[config.mk]
export PLATFORM = sky130hd
export DESIGN_NAME = req_queue_bank
export DESIGN_NICKNAME = d
export VERILOG_FILES = /design/src/rtl/req_queue_bank.sv
export SDC_FILE = /design/constraint.sdc
export NUM_CORES = 1
export LEC_CHECK = 0
export ABC_CLOCK_PERIOD_IN_PS = 3680
export CORE_ASPECT_RATIO = 0.75
export CORE_MARGIN = 2
export CORE_UTILIZATION = 58
export CTS_BUF_LIST = sky130_fd_sc_hd__clkbuf_16
export DETAILED_ROUTE_END_ITERATION = 10
export PLACE_DENSITY = 0.84
export SYNTH_ARGS = -nofsm -noshare
export SYNTH_HDL_FRONTEND = slang
export SYNTH_SLANG_ARGS = --single-unit
export TNS_END_PERCENT = 20
[constraint.sdc]
create_clock -name clk -period 3.68 [get_ports clk]
set_clock_uncertainty 0.05 [all_clocks]
set_input_delay 1.104 -clock clk [delete_from_list [all_inputs] [get_ports clk]]
set_output_delay 1.104 -clock clk [all_outputs]
set_load 0.1 [all_outputs]
[src/rtl/req_queue_bank.sv]
// rtl/req_queue_bank.sv - four independent request FIFOs feeding a 4-input priority/round-robin mux
module req_queue_bank #(
  parameter int DATA_W = 8,
  parameter int DEPTH = 4,
  localparam int CW = $clog2(DEPTH) + 1
) (
  input  logic                clk,
  input  logic                rst_n,
  input  logic [3:0]          wr_valid,
  input  logic [4*DATA_W-1:0] wr_data,
  output logic [3:0]          wr_ready,
  input  logic [3:0]          flush,
  input  logic [3:0]          grant,
  output logic [3:0]          req,
  output logic [4*DATA_W-1:0] data_in,
  output logic [4*CW-1:0]     occupancy,
  output logic [3:0]          err_underflow
);

  localparam int AW = $clog2(DEPTH);
  localparam logic [CW-1:0] FULL = CW'(DEPTH);

  // Holds wr_ready low during reset and until the first clock edge after release.
  logic live;

  always_ff @(posedge clk or negedge rst_n) begin
    if (!rst_n) live <= 1'b0;
    else        live <= 1'b1;
  end

  for (genvar i = 0; i < 4; i++) begin : g_ch
    logic [DATA_W-1:0] mem [DEPTH];
    logic [AW-1:0]     wp;
    logic [AW-1:0]     rp;
    logic [CW-1:0]     cnt;
    logic              err_q;
    logic              push;
    logic              pop;

    // Ready ignores grant so a full channel never accepts on the cycle it drains.
    assign wr_ready[i] = live && (cnt != FULL) && !flush[i];
    assign push        = wr_valid[i] && wr_ready[i];
    assign pop         = grant[i] && (cnt != '0) && !flush[i];

    always_ff @(posedge clk or negedge rst_n) begin
      if (!rst_n) begin
        wp    <= '0;
        rp    <= '0;
        cnt   <= '0;
        err_q <= 1'b0;
      end else if (flush[i]) begin
        wp  <= '0;
        rp  <= '0;
        cnt <= '0;
      end else begin
        if (push) wp <= wp + 1'b1;
        if (pop)  rp <= rp + 1'b1;
        if (push && !pop)      cnt <= cnt + 1'b1;
        else if (pop && !push) cnt <= cnt - 1'b1;
        if (grant[i] && (cnt == '0)) err_q <= 1'b1;
      end
    end

    always_ff @(posedge clk) begin
      if (push) mem[wp] <= wr_data[i*DATA_W +: DATA_W];
    end

    // Request side is driven only from registered state; the mux closes grant on req.
    assign req[i]                         = (cnt != '0);
    assign data_in[i*DATA_W +: DATA_W]    = (cnt != '0) ? mem[rp] : '0;
    assign occupancy[i*CW +: CW]          = cnt;
    assign err_underflow[i]               = err_q;
  end

endmodule
==> results by group, run 1 <==
Floorplanning
  – # IOs: 102
  – Die ar.: around 13000 um^2
  – Initial Util: approximately three fifths
  – Die H: 99.2 um
  – # rows: 34
  – Core ar.: 11700 um^2
  – Die W: 131 um

Timing
  – Setup violations, final: 0
  – Peak Freq: 301 MHz
  – Final Max Tran Viols: 0
  – Rel. slew slack: around 47%
  – Tmin final: 3.32 ns
  – Final Hold Fails: 0
  – RSZ-0062 raised after global routing: false
  – Fin crit share: 90.3%
  – Slew @ Worst Pin: 0.791 ns

Logic synthesis
  – Multiplexer share of the synthesized area: 13.1%
  – Post-Synth Simple-Gate Area: 9.63%
  – Adder-cell share of the synthesized area: approximately 4.0%
  – Yosys top cell by area: edfxtp_1
  – Commonest cells post-synth: edfxtp_1 (128), and2_1 (52), nor2_1 (34)
  – Synth async-reset ratio: approximately a fifth
  – Syn_nets: 501
  – Largest family of logic cells by synthesized area: multiplexers
  – Mean Syn Cell Area: around 16 um^2
  – Main area contributors after synthesis: edfxtp_1 (55%), dfrtp_1 (12%), mux4_2 (10%)
  – Synth cell types: 38
  – Synthesized flop and latch total: 161
  – Mapped Area: 7000 um^2
  – Sequential share of the synthesized area: 66.7%
  – Synth Flop Type: edfxtp_1
  – Top cell type's share of synthesized area: 54.9%
  – Syn Inst Count: around 440
  – Synth Area in Compound Gates: 2.11%
  – Synth Area in XOR/XNOR: 1.61%
  – YS warnings: 0
  – Top-count cell post-synth: edfxtp_1
  – Number of flops mapped to enable cells by yosys: 128

Routing
  – Post-DRT Antenna Nets: 0
  – Vias per inst: 5.47
  – Via Count: 3916
  – Initial DRC count: around 240
  – # DRC: 0
  – 1st-pass router iterations: 4
  – WL final: 13.0 mm
  – Routed len/inst: approximately 18 um

Clocking
  – Clk buf depth: 2
  – Clock Sinks: 161
  – CTS tree: yes
  – Post-CTS sizing: 0
  – CTS buffer count: 17
  – # H-tree levels: 4
  – CTS Hold Bufs: 0
  – Root Buffer: clkbuf_16
  – Clk_lat worst skew: 0.41 ns
  – Reg clk slew, reported paths: 0.06 ns
  – Setup repair bufs after CTS: 0

Worst hold path
  – Worst hold path class: reg -> reg
  – Hold path cells: 1

Finish
  – NumNets Final: 606
  – Layout area overhead: 23.4%
  – Proportion of layout cells with a drive suffix above 1: 25.9%
  – Finished Core Util: about three quarters

Status
  – Outcome: completed

Place
  – Routability Congestion: 0.837
  – PortBufs: 101
  – Detailed placer's ending HPWL: a little under 9 mm

Worst setup path
  – Setup CP Type: reg -> out
  – Crit-path max FO: 10
  – Worst reg-to-reg path cell count: 9
  – WP data arrival: 2.17 ns
  – CP endpoint kind: primary output
  – Worst EP required: 2.53 ns
  – Startpoint Class: register

GRT
  – Total gr overflow: 0
  – Antenna violations before repair: 1
  – Vias in the first global route: 4183
  – GRT Util Overall: 21.8%
  – First-pass GRT wire length: 20.9 mm
  – Largest net degree at the start of global routing: 34

Job
  – Maxcap violations: 0
area by class of cell:
type                    instances  area [um^2]
diodes                          1         2.50
inverters                      25         93.8
well taps                     162          203
clock inverters                15          131
multi-input cells             227         2150
flip-flops and latches        161         4670
repair buffers                108          968
fillers                       752         3050
clock buffers                  17          425
routing by layer:
layer  share of wire, %  up-vias  track usage (%)  routed length, um
li1                   -     1786                -                  -
met3                4.8       21             5.38                623
met1                 42     2002             28.1               5490
met2                 52      107             36.9               6740
met4                1.4        0             7.12                178
met5                  0        -                0                  0
final timing paths:
check,start,endpoint,slack (ns)
min in group asynchronous,rst_n,g_ch[3].cnt[2],0.72
worst min-delay path,g_ch[1].err_q,g_ch[1].err_q,0.42
worst max register to register,g_ch[2].cnt[2],g_ch[2].cnt[2],0.98
worst min register to register,g_ch[1].err_q,g_ch[1].err_q,0.42
worst max-delay path,g_ch[3].rp[0],data_in[26],0.36
max in group asynchronous,rst_n,g_ch[2].err_q,2.35
cell usage in the layout (no fill, tap or decap), drive strengths merged, types with 5 or more instances in the layout:
cell / count
nand3: 5
inv: 30
ha: 16
mux2: 13
o21ai: 5
mux2i: 5
clkdlybuf4s50: 44
nor2: 34
and2: 52
clkbuf: 17
mux4: 32
edfxtp: 128
buf: 64
xor2: 12
nand2: 13
dfrtp: 33
cells by family (layout without fill, tap and decap cells):
kind of cell,count (synthesis),count (layout)
AOI/OAI and AO/OA,19,19
xor gates and xnor gates,12,12
adders and majority gates,20,20
buffers and inverters,47,165
DFF,161,161
muxes,50,50
other,1,2
and+or+nand+nor,125,125
worst max-delay path: stages (launching register included):
cell and delay [ns]:
dfrtp_1 0.73, mux4_2 0.59, and2_2 0.21, buf_4 0.23
sequential cells by signal, summed over array words and instances, names as in the netlist:
signal      flops
g_ch.cnt       12
g_ch.rp         8
g_ch.mem      128
g_ch.err_q      4
g_ch.wp         8
live            1
per-stage QoR:
step | setup WS (ns) | std cells | TNS, ns | hold WS (ns) | area, um^2
2_1_floorplan | -0.202 | 435 | -1.96 | 0.393 | 7030
3_3_place_gp | 0.267 | 683 | 0 | 0.405 | 8090
3_5_place_dp | 0.220 | 683 | 0 | 0.414 | 8090
4_1_cts | 0.317 | 715 | 0 | 0.429 | 8640
5_1_grt | 0.226 | 715 | 0 | 0.451 | 8640
6_report | 0.356 | 716 | 0 | 0.424 | 8650
Power of run 1 is not shown: default switching activity piles up to over one toggle a cycle in this logic, so the estimate is an artifact.
==> inputs of run 2 (changes only) <==
Settings changed: ABC_CLOCK_PERIOD_IN_PS 3680 to 2800, CORE_MARGIN 2 to 4, CORE_UTILIZATION 58 to 49, PLACE_DENSITY 0.84 to 0.76, SETUP_SLACK_MARGIN set to 0.02.
Clock period 3.68 ns to 2.8 ns, I/O delays scaled along.
==> results by group, run 2 (synthesis results as in run 1) <==
Finish
  – Final Instance Count excl. Fillers: 760 (+6.1%)
  – Top Registers: g_ch.mem: 128 flops, g_ch.cnt: 12 flops
  – N_diodes: 0 (-1)
  – Max reg flops: 128 (unchanged)
  – Layout area overhead: 36.0%
  – NumNets Final: 638 (+5.3%)
  – Most common cell after layout, fill and taps aside: edfxtp_1
  – Top reg by flops: g_ch.mem
  – Register area: 4690 um^2 (+0.35%)
  – Proportion of layout cells with a drive suffix above 1: 39.0% (+13 points)
  – FILL cells: 918 (+22%)
  – Commonest non-fill, non-tap cells in the layout: edfxtp_1 (128), buf_4 (52), buf_12 (41)
  – Multi-input gate area: 2280 um^2 (+6.2%)

Clocking
  – CTS buffer count: 17 (unchanged)
  – Clk_lat worst skew: 0.41 ns (about the same)
  – Root Buffer: clkbuf_16
  – # H-tree levels: 4 (unchanged)
  – Clk buf depth: 2 (unchanged)
  – CTS Hold Bufs: 0 (unchanged)
  – Clock Sinks: 161 (unchanged)
  – CTS tree: yes
  – Reg clk slew, reported paths: 0.07 ns (about the same)

Timing
  – Tmin final: 2.72 ns
  – RSZ-0062 raised after global routing: true
  – Setup violations, final: 0 (unchanged)
  – Fin crit share: between 90% and 100%
  – Final Hold Fails: 0 (unchanged)
  – Final Max Tran Viols: 0 (unchanged)
  – Setup TNS: 0 ns (unchanged)
  – Peak Freq: 367 MHz
  – Slew @ Worst Pin: 0.790 ns (-0.00147 ns)
  – Rel. slew slack: 47.4% (+0.098 points)

Worst setup path
  – Slowest CP cell: mux4_2
  – Origin of the critical flop-to-flop path: g_ch[1].cnt[1]
  – CP startpoint: g_ch[2].rp[0]
  – Worst reg-to-reg path cell count: 8 (-1)
  – WP data arrival: 1.83 ns (-0.34 ns)
  – CP endpoint kind: primary output
  – Cell Chain, Critical Path: buf_4, mux4_2, and2_2, buf_12
  – Crit-path max FO: 5 (-5)
  – Setup CP Type: reg -> out
  – R2R Setup Slk: 0.29 ns (-0.69 ns)
  – Crit path to: data_in[16]
  – Worst EP required: 1.91 ns (-0.62 ns)
  – Delay-heaviest family, CP: multiplexers
  – RR Endpoint: g_ch[1].cnt[2]
  – Worst path depth: 4 (+1)
  – Crit path buf inv count: 2 (+1)
  – Slowest Stage Delay on Critical Path: 0.49 ns (-0.24 ns)
  – Startpoint Class: register

Floorplanning
  – # rows: 37 (+8.8%)
  – Die W: 146 um (+12%)
  – Initial Util: 50.6% (-9.3 points)
  – Die ar.: 16300 um^2 (+26%)
  – # IOs: 102 (unchanged)
  – Die H: 112 um (+12%)
  – Core ar.: 13800 um^2 (+18%)

Job
  – Maxcap violations: 0 (unchanged)

GRT
  – First-pass GRT wire length: 22.6 mm (+8.1%)
  – GRT Util Overall: 17.7% (-4.1 points)
  – Total gr overflow: 0 (unchanged)
  – Antenna violations before repair: 0 (-1)
  – Largest net degree at the start of global routing: 34 (unchanged)
  – Vias in the first global route: 4323 (+3.3%)

Place
  – PortBufs: 101 (unchanged)
  – Placed cells: 727 (+6.4%)
  – Detailed placer's ending HPWL: 9.54 mm (+8.2%)
  – Routability Congestion: 0.831 (-0.72%)

Routing
  – Routed len/inst: 17.7 um (-2.9%)
  – Post-DRT Antenna Nets: 0 (unchanged)
  – Initial DRC count: 167 (-32%)
  – Vias per inst: 5.24 (-4.2%)
  – Via Count: 3984 (+1.7%)
  – WL final: 13.4 mm (+3.0%)
  – # DRC: 0 (unchanged)
  – 1st-pass router iterations: 6 (+2)

Status
  – Outcome: completed

Worst hold path
  – Worst hold path class: reg -> reg
[run 2: cell count changes in the layout (fill, tap and decap cells not counted), sizes merged]
cell           before  now
buf                64   96
clkinv              4    3
clkinvlp            4    6
diode               1    0
dlygate4sd2         0    2
bufinv              2    1
dlymetal6s2s        0    2
clkdlybuf4s50      44   40
[run 2: cell type report]
class                   instances  share of cell area [%]
repair buffers                140                    17.7
flip-flops and latches        161                    49.2
multi-input cells             227                    24.0
clock buffers                  17                    4.47
well taps                     175                    2.30
inverters                      25                   0.985
clock inverters                15                    1.42
[run 2: worst reg2reg max path, cell delays in order, from the launching register on]
cell and delay [ns]:
dfrtp_2 0.44, nor2_1 0.31, a211oi_2 0.14, and2_1 0.17, fa_1 0.38, or4_1 0.39, o21ai_0 0.08, mux2i_1 0.10
mux2_1 0.33
[run 2: what timing repair did]
item                                    in CTS  in global routing
gates cloned                                 0                  0
pin swaps                                    1                  0
setup buffers                                1                  0
resized for setup                           10                 12
endpoints found under the hold margin        0                  0
endpoints found under the setup margin      19                 26
[run 2: how the worst min path moves through the flow]
| stage | startpoint | end | slack [ns] | cells past startpoint |
|---|---|---|---|---|
| finish | g_ch[3].err_q | g_ch[3].err_q | 0.43 | 1 |
| global route | g_ch[2].err_q | g_ch[2].err_q | 0.46 | 1 |
| floorplan | g_ch[1].err_q | g_ch[1].err_q | 0.39 | 1 |
| global placement | g_ch[2].err_q | g_ch[2].err_q | 0.41 | 1 |
| CTS | g_ch[3].err_q | g_ch[3].err_q | 0.43 | 1 |
| detailed placement | g_ch[2].err_q | g_ch[2].err_q | 0.41 | 1 |
[run 2: metal layers]
metal / global-route usage, % / routed length [um] / up-vias
li1: - / - / 1852
met1: 23.2 / 5680 / 2029
met2: 29.9 / 7060 / 97
met3: 3.95 / 579 / 6
met4: 5.26 / 97 / 0
met5: 0 / 0 / -
[run 2: metrics by stage]
step                      cell area, um^2  hold slack [ns]  utilization [%]  setup slack, ns
after floorplan                      7110            0.393                -           -0.108
after global placement               8880            0.411             64.2           -0.281
after detailed placement             8880            0.415             64.2           -0.354
after CTS                            9490            0.434             68.6         -0.00235
after global routing                 9530            0.461             68.8        -0.000280
final                                9530            0.431             68.8           0.0756
Power of run 2 is left out for the same reason.
